File: config.mk
export PLATFORM = sky130hd
export DESIGN_NAME = ctrl_ramdrv_header_mc
export DESIGN_NICKNAME = d
export VERILOG_FILES = /design/src/rtl/ctrl_ramdrv_pkg.sv /design/src/rtl/ctrl_ramdrv_modadd.sv /design/src/rtl/ctrl_ramdrv_header_mc.sv
export SDC_FILE = /design/constraint.sdc
export NUM_CORES = 1
export LEC_CHECK = 0
export BUFFER_PORTS_ARGS = -buffer_cell sky130_fd_sc_hd__buf_2
export CORE_MARGIN = 10
export CORE_UTILIZATION = 38
export CTS_BUF_LIST = sky130_fd_sc_hd__clkbuf_16
export DETAILED_ROUTE_END_ITERATION = 7
export MAX_ROUTING_LAYER = met4
export PLACE_DENSITY = 0.57
export SYNTH_ARGS = -nofsm -noshare
export SYNTH_HDL_FRONTEND = slang
export SYNTH_SLANG_ARGS = --single-unit
File: constraint.sdc
create_clock -name clk -period 9.1 [get_ports clk]
set_input_delay 0.91 -clock clk [delete_from_list [all_inputs] [get_ports clk]]
set_output_delay 0.91 -clock clk [all_outputs]
set_load 0.005 [all_outputs]
File: src/rtl/ctrl_ramdrv_pkg.sv
// ctrl_ramdrv_pkg: shared opcodes and default widths for the RAM-driver header blocks.
package ctrl_ramdrv_pkg;
    localparam logic [1:0] CMD_NOP      = 2'b00;
    localparam logic [1:0] CMD_LOAD_CFG = 2'b01;
    localparam logic [1:0] CMD_INC      = 2'b10;
    localparam logic [1:0] CMD_CLEAR    = 2'b11;
    localparam int DEF_DATA_OFFSET_WIDTH  = 10;
    localparam int DEF_VECTOR_INDEX_WIDTH = 4;
    localparam int DEF_ADDR_WIDTH         = 12;
    localparam int DEF_STEP_WIDTH         = 4;
endpackage

File: src/rtl/ctrl_ramdrv_modadd.sv
// ctrl_ramdrv_modadd: (a + b) mod len for a, b < len via one compare-subtract.
module ctrl_ramdrv_modadd #(
    parameter int W = 10
) (
    input  logic [W-1:0] a,
    input  logic [W-1:0] b,
    input  logic [W-1:0] len,
    output logic [W-1:0] y
);
    logic [W:0] sum;
    logic [W:0] red;
    assign sum = {1'b0, a} + {1'b0, b};
    assign red = sum - {1'b0, len};
    assign y   = (sum >= {1'b0, len}) ? red[W-1:0] : sum[W-1:0];
endmodule

File: src/rtl/ctrl_ramdrv_header_mc.sv
// ctrl_ramdrv_header_mc: per-channel circular-buffer head manager with a registered
// tap-address read port (read-before-write against same-cycle commands).
module ctrl_ramdrv_header_mc
    import ctrl_ramdrv_pkg::*;
#(
    parameter int DATA_OFFSET_WIDTH  = DEF_DATA_OFFSET_WIDTH,
    parameter int VECTOR_INDEX_WIDTH = DEF_VECTOR_INDEX_WIDTH,
    parameter int ADDR_WIDTH         = DEF_ADDR_WIDTH,
    parameter int STEP_WIDTH         = DEF_STEP_WIDTH
) (
    input  logic                          clk,
    input  logic                          rst,
    input  logic                          cmd_valid,
    input  logic [1:0]                    cmd_op,
    input  logic [VECTOR_INDEX_WIDTH-1:0] cmd_index,
    input  logic [ADDR_WIDTH-1:0]         cfg_base,
    input  logic [DATA_OFFSET_WIDTH-1:0]  cfg_length,
    input  logic [STEP_WIDTH-1:0]         inc_step,
    input  logic                          rd_en,
    input  logic [VECTOR_INDEX_WIDTH-1:0] rd_index,
    input  logic [DATA_OFFSET_WIDTH-1:0]  rd_offset,
    output logic                          rd_valid,
    output logic [DATA_OFFSET_WIDTH-1:0]  rd_head,
    output logic [ADDR_WIDTH-1:0]         rd_addr,
    output logic                          err
);
    localparam int NCH = 1 << VECTOR_INDEX_WIDTH;
    logic [ADDR_WIDTH-1:0]        base_q [NCH];
    logic [DATA_OFFSET_WIDTH-1:0] len_q  [NCH];
    logic [DATA_OFFSET_WIDTH-1:0] head_q [NCH];
    logic [DATA_OFFSET_WIDTH-1:0] inc_b, inc_len, inc_sum;
    logic [DATA_OFFSET_WIDTH-1:0] rd_len, rd_off, rd_sum;
    logic cmd_act, inc_ok, rd_ok, cmd_err, rd_err;
    assign cmd_act = cmd_valid && cmd_op != CMD_NOP;
    assign inc_b   = DATA_OFFSET_WIDTH'(inc_step);
    assign inc_len = len_q[cmd_index];
    assign inc_ok  = inc_len != '0 && inc_b < inc_len;
    assign cmd_err = cmd_act && cmd_op == CMD_INC && !inc_ok;
    assign rd_len  = len_q[rd_index];
    assign rd_ok   = rd_len != '0 && rd_offset < rd_len;
    // An illegal tap falls back to offset 0 so the address still points at the head.
    assign rd_off  = rd_ok ? rd_offset : '0;
    assign rd_err  = rd_en && !rd_ok;
    ctrl_ramdrv_modadd #(.W(DATA_OFFSET_WIDTH)) u_inc (
        .a(head_q[cmd_index]), .b(inc_b), .len(inc_len), .y(inc_sum)
    );
    ctrl_ramdrv_modadd #(.W(DATA_OFFSET_WIDTH)) u_rd (
        .a(head_q[rd_index]), .b(rd_off), .len(rd_len), .y(rd_sum)
    );
    always_ff @(posedge clk) begin
        if (rst) begin
            for (int i = 0; i < NCH; i++) begin
                base_q[i] <= '0;
                len_q[i]  <= '0;
                head_q[i] <= '0;
            end
            rd_valid <= 1'b0;
            rd_head  <= '0;
            rd_addr  <= '0;
            err      <= 1'b0;
        end else begin
            if (cmd_act && cmd_op == CMD_LOAD_CFG) begin
                base_q[cmd_index] <= cfg_base;
                len_q[cmd_index]  <= cfg_length;
                head_q[cmd_index] <= '0;
            end
            if (cmd_act && cmd_op == CMD_CLEAR) head_q[cmd_index] <= '0;
            if (cmd_act && cmd_op == CMD_INC && inc_ok) head_q[cmd_index] <= inc_sum;
            rd_valid <= rd_en;
            if (rd_en) begin
                rd_head <= head_q[rd_index];
                rd_addr <= base_q[rd_index] + ADDR_WIDTH'(rd_sum);
            end
            err <= cmd_err | rd_err;
        end
    end
`ifdef DEBUG
    logic [8*8-1:0] dbg_op;
    always_ff @(posedge clk) begin
        dbg_op <= !cmd_valid ? "IDLE" : cmd_op == CMD_LOAD_CFG ? "LOAD_CFG" :
                  cmd_op == CMD_INC ? "INC" : cmd_op == CMD_CLEAR ? "CLEAR" : "NOP";
    end
`endif
endmodule

* Yosys cells after proc, flatten, opt, wreduce, memory -nomap -nowiden *
Memories as Yosys holds them, arrays and structs flattened.
Cells that the tools add are included.

word-level totals
  bits in writable memories = 512
  memories = 3
  output and inout bits = 24
  register bits after elaboration = 24
  logic and storage cells = 64
  bits of input ports = 50

memories
  memory  depth  bits a word  read ports  clocked after memory_dff  wr ports  RTL line                     text
  base_q  16     12           1           0                         16        ctrl_ramdrv_header_mc.sv:28  logic [ADDR_WIDTH-1:0] base_q [NCH];
  head_q  16     10           2           0                         16        ctrl_ramdrv_header_mc.sv:30  logic [DATA_OFFSET_WIDTH-1:0] head_q [NCH];
  len_q   16     10           2           0                         16        ctrl_ramdrv_header_mc.sv:29  logic [DATA_OFFSET_WIDTH-1:0] len_q [NCH];

operators by class
  reduce and logical (&&, ||, !) cells = 17
  order comparisons = 4
  mux-type cells = 25
  equal/unequal tests = 3
  add/subtract/negate cells = 5
  bitwise gates (word level) = 3

operators with widths
  operator            number
  $mux 10             7
  $ge 11x10->1        2
  $reduce_bool 10->1  2
  $reduce_or 10->1    2
  $sub 10x10->10      2
  $mux 1              14
  $add 12x10->12      1
  $mux 12             1
  $mux 4              3
  $reduce_or 12->1    1
  $add 10x10->11      1
  $add 10x4->11       1
  $lt 10x10->1        1
  $lt 4x10->1         1
  $logic_and 1x1->1   9
  $eq 2x2->1 const B  2
  $or 1x1->1          3
  $eq 2x1->1 const B  1
  $logic_not 1->1     2
  $reduce_bool 2->1   1

* Longest topological paths before layout *
  depth after elaboration = 10
  mapped depth = 44

* By module *
Synthesis repeated with hierarchy kept, for this count alone.

second synthesis, totals
  cells, all modules = 2,014
  area total of the unflattened synthesis = 29,183.0 sq um

modules (own cells, without submodules)
  module                 cells an instance  times used  sequential area each (sq um)  area each (sq um)
  ctrl_ramdrv_header_mc  1,756              1           15,855.2                      27,088.5
  ctrl_ramdrv_modadd     129                2           0.0                           1,047.3

* Worst setup path before layout *
Ideal clock, no wire load.

  path kind = input-to-reg
  from = in rd_index[0]
  to = reg rd_addr[10]
  library setup time = 0.106 ns
  required time = 8.994 ns
  setup slack = -0.091 ns
  cell stages on the path = 41
  data arrival time = 9.085 ns
  cells stage by stage = buf_2 buf_2 buf_2 buf_1 buf_2 mux4_2 inv_1 ha_1 o21ai_0 a21oi_1 o21a_1 o21ai_0 and4b_1 clkbuf_1 and2_1 ha_1 a21o_1 a21oi_1 (+5 left out) ha_1 nand4_1 nor3_1 a2111o_1 a31oi_1 nand2_1 mux2i_1 ha_1 inv_1 fa_1 nor2b_1 o21ai_0 a21boi_0 o21ai_0 a21oi_1 a31oi_1 or3_1 o311ai_0

between the ends
  word-level cells in the longest chain between the ends = 8
  elaborated cells on any way between the ends = 12
  those cells by class = add/sub (3); order compare (2); mux (2); reduce/logical (2); memory (3)

RTL lines
  item                                                RTL line                                            text
  start, declared                                     ctrl_ramdrv_header_mc.sv:20                         input logic [VECTOR_INDEX_WIDTH-1:0] rd_index,
  $mem_v2 16x10                                       -
  $lt 10x10->1 or $reduce_bool 10->1 (tied branches)  ctrl_ramdrv_header_mc.sv:40                         assign rd_ok = rd_len != '0 && rd_offset < rd_len;
  $logic_and 1x1->1                                   ctrl_ramdrv_header_mc.sv:40
  $mux 10                                             ctrl_ramdrv_header_mc.sv:42                         assign rd_off = rd_ok ? rd_offset : '0;
  $add 10x10->11                                      ctrl_ramdrv_modadd.sv:12                            assign sum = {1'b0, a} + {1'b0, b};
  $sub 10x10->10 or $ge 11x10->1 (tied branches)      ctrl_ramdrv_modadd.sv:13, ctrl_ramdrv_modadd.sv:14
  $mux 10                                             ctrl_ramdrv_modadd.sv:14                            assign y = (sum >= {1'b0, len}) ? red[W-1:0] : sum[W-1:0];
  $add 12x10->12 *                                    ctrl_ramdrv_header_mc.sv:72                         rd_addr <= base_q[rd_index] + ADDR_WIDTH'(rd_sum);
  end signal, assigned                                ctrl_ramdrv_header_mc.sv:72
  end, declared                                       ctrl_ramdrv_header_mc.sv:24                         output logic [ADDR_WIDTH-1:0] rd_addr,

Mark *: on every way between the ends. The rest lies on a longest branch, timed or not.
A chain may end at the register's enable or synchronous reset.

* Worst setup path after layout *
Ends and elaborated chain as after synthesis.

==> flow_summary.ini <==
[grt]
initial_antenna_violation_count = 8
grt_first_pass_wirelength_um = 129000
grt_start_max_net_pins = 45
grt_usage = 0.209
first_global_vias = 18400
grt_overflow_total = 0

[routing]
num_vias = 17800
drt_pass1_iterations = 5
routed_wl_um = 88900
detail_route.iter0.violations = 1701
routed_wire_length_per_instance_um = 29.0
antenna_violating_nets_post_route = 0
routed_via_density = 5.80
drc_errors = 0

[die]
core_region_area_mm2 = 0.0747
io_pins = 74
initial_util = 0.385
floorplan.rows = 100
die-area_mm2 = 0.0871
die_h_um = 295
die_width_um = 295

[logic_synthesis]
ys_ff_latch = 536
edff_count_synth = 512
mappedNetlistNets = 2093
ys_seq_area_frac = 0.552
synthDistinctLibCells = 66
synth_area_per_cell_um2 = 14.5
yosysWarningCount = 0
synth_flop_cell = sky130_fd_sc_hd__edfxtp_1
post_synth_instance_area_mm2 = 0.0287
ys_async_sr_fraction = 0
cells_after_synthesis = 1982

[timing]
timing.final.max_slew_violations = 0
timing.final.setup_violations = 0
report.final.hold_viol_count = 0
fin_skew_ns = 0.0598
tightestPinTransition_ns = 1.27
setup_total_negative_slack_ns = 0
maxSlewHeadroom = 0.151
whs_ns = 0.483
postLayoutSetupSlackWorst_ns = 0.675
post-route-min-period_ns = 8.43
max_freq_mhz = 119
final.period_utilization = 0.926
grt_setup_unrepaired = no

[run_status]
result_of_the_run = completed

[placement]
portBuffers = 73
gpl.final_weighted_congestion = 0.879
dp_slack_ns = -0.0212
hpwlAfterDp_um = 56500

[worst_setup_path]
critical_path.endpoint_type = flip-flop
cp.arrival_ns = 8.97
cp_slowest_cell = sky130_fd_sc_hd__mux4_2
kind_of_start_point_of_the_critical_path = primary input
critPathMaxFanout = 14
worst_stage_delay_on_the_critical_path_ns = 0.51
required_ns = 9.64
timing_worst_setup_path_type = primary input to flip-flop

[clock_tree]
cts_inserted_buffers = 59
clk_path_buf_depth = 3
hold_buffers = 0
clk_latency_ns = 0.66
clock_sinks = 536
total_number_of_h_tree_levels = 2
tritoncts = built
clock_tree.root_cell = sky130_fd_sc_hd__clkbuf_16
clkTransAtPathRegs_ns = 0.06

[pwr]
power.total_mw = 7.01
p_per_area_mw_per_mm2 = 218
max-vdd-ir-drop_v = 0.000161
power.leakage_nw = 11.5

[worst_hold_path]
hp-class = flip-flop to flip-flop

[run]
max_cap_viol_count = 0

[cells_and_area]
final_layout_size_suffix_gt1_frac = 0.262
nets = 2159
area_growth_syn_to_layout_pct = 11.8
[worst max-delay path, delay by kind of cell]
family | cells | cell delay (ns)
AOI/OAI and AO/OA | 19 | 3.59
xor gates and xnor gates | 1 | 0.17
adders and majority gates | 5 | 1.36
buffers and inverters | 4 | 0.62
muxes | 3 | 0.95
and+or+nand+nor | 8 | 1.33
[what timing repair did]
| item | in CTS | in global routing |
|---|---|---|
| setup buffers | 0 | 0 |
| setup endpoints to repair | 0 | 1 |
| gates resized for setup | 0 | 2 |
[flip-flops by register name, indices dropped and copies added (netlist names)]
register and flops:
len_q 160, head_q 160, rd_valid 1, rd_head 10, rd_addr 12, err 1
base_q 192
[metal layers]
metal,track usage,routed length [um]
met4,0.0525,2140
met5,-,0
met1,0.274,37100
met2,0.341,43500
met3,0.0278,6090
[cell usage after synthesis (all sizes together), types with 2 or more instances]
cell type	count	area (um2)
nand2	48	210
o311ai	2	17.5
nand3b	2	15.0
a22oi	3	22.5
o211a	2	20.0
dfxtp	24	480
mux2	15	173
mux2i	47	558
a211oi	3	22.5
mux4	238	5360
nor3	13	65.1
nand4	11	68.8
or3	5	31.3
inv	31	116
o22ai	4	25.0
a22o	12	105
o21bai	4	33.8
edfxtp	512	15400
or2	16	100
nand3	6	30.0
a2111o	2	22.5
xnor2	26	228
nor3b	3	22.5
a21o	11	82.6
and3	2	12.5
and2	364	2280
a221oi	8	76.3
clkbuf	77	289
or4b	2	20.0
a21boi	3	22.5
nor2b	15	93.8
o21ai	26	130
ha	56	701
a31oi	4	40.0
nand2b	4	25.0
xor2	11	96.3
a21oi	47	250
fa	5	100
o21a	4	30.0
nor2	233	900
buf	69	383
[kinds of logic after synthesis]
logic type	share of synthesized area
buffers and inverters	0.0274
AOI/OAI and AO/OA	0.0334
xor gates and xnor gates	0.0113
DFF	0.552
and+or+nand+nor	0.137
adders and majority gates	0.0279
muxes	0.212
[through the flow]
stage / util / std cells / instance area, um2
6_report: 0.430 / 3061 / 32100
5_1_grt: 0.430 / 3061 / 32100
4_1_cts: 0.430 / 3060 / 32100
3_5_place_dp: 0.407 / 2956 / 30400
3_3_place_gp: 0.407 / 2956 / 30400
2_1_floorplan: - / 1982 / 28800
[report_power, final]
part	total, mW	switching, mW	internal, mW
registers	2.90	0.0582	2.85
clock network	2.22	1.02	1.20
logic	1.88	1.07	0.811
[placed cells by master, fill, tap and decap left out, drive strengths merged, types with 4 or more instances in the layout]
| cell type | netlist | final |
|---|---|---|
| edfxtp | 512 | 512 |
| and2 | 364 | 364 |
| mux4 | 238 | 238 |
| nor2 | 233 | 233 |
| buf | 69 | 150 |
| clkbuf | 77 | 60 |
| ha | 56 | 56 |
| inv | 31 | 48 |
| nand2 | 48 | 48 |
| a21oi | 47 | 47 |
| mux2i | 47 | 47 |
| clkinv | 0 | 27 |
| xnor2 | 26 | 26 |
| o21ai | 26 | 26 |
| dfxtp | 24 | 24 |
| or2 | 16 | 16 |
| nor2b | 15 | 15 |
| mux2 | 15 | 15 |
| nor3 | 13 | 13 |
| a22o | 12 | 12 |
| a21o | 11 | 11 |
| nand4 | 11 | 11 |
| xor2 | 11 | 11 |
| a221oi | 8 | 8 |
| nand3 | 6 | 6 |
| or3 | 5 | 5 |
| fa | 5 | 5 |
| o21a | 4 | 4 |
| o22ai | 4 | 4 |
| nand2b | 4 | 4 |
| o21bai | 4 | 4 |
| a31oi | 4 | 4 |
[worst paths after layout]
check	from	end	slack (ns)	cells after the start
min reg2reg	rd_addr[1]	rd_addr[1]	0.48	2
max	rd_index[0]	rd_addr[10]	0.67	40
max reg2reg	len_q[0][3]	rd_addr[10]	0.90	38
min	rd_addr[1]	rd_addr[1]	0.48	2
[final cells by class]
type | instances | area (um2)
diodes | 1 | 2.50
repair buffers | 151 | 1020
inverters | 31 | 116
multi-input cells | 1269 | 12200
clock buffers | 59 | 1480
flip-flops and latches | 536 | 15900
fillers | 6742 | 42600
clock inverters | 45 | 294
well taps | 969 | 1210
Note: power is estimated with default switching activity, not from simulation.
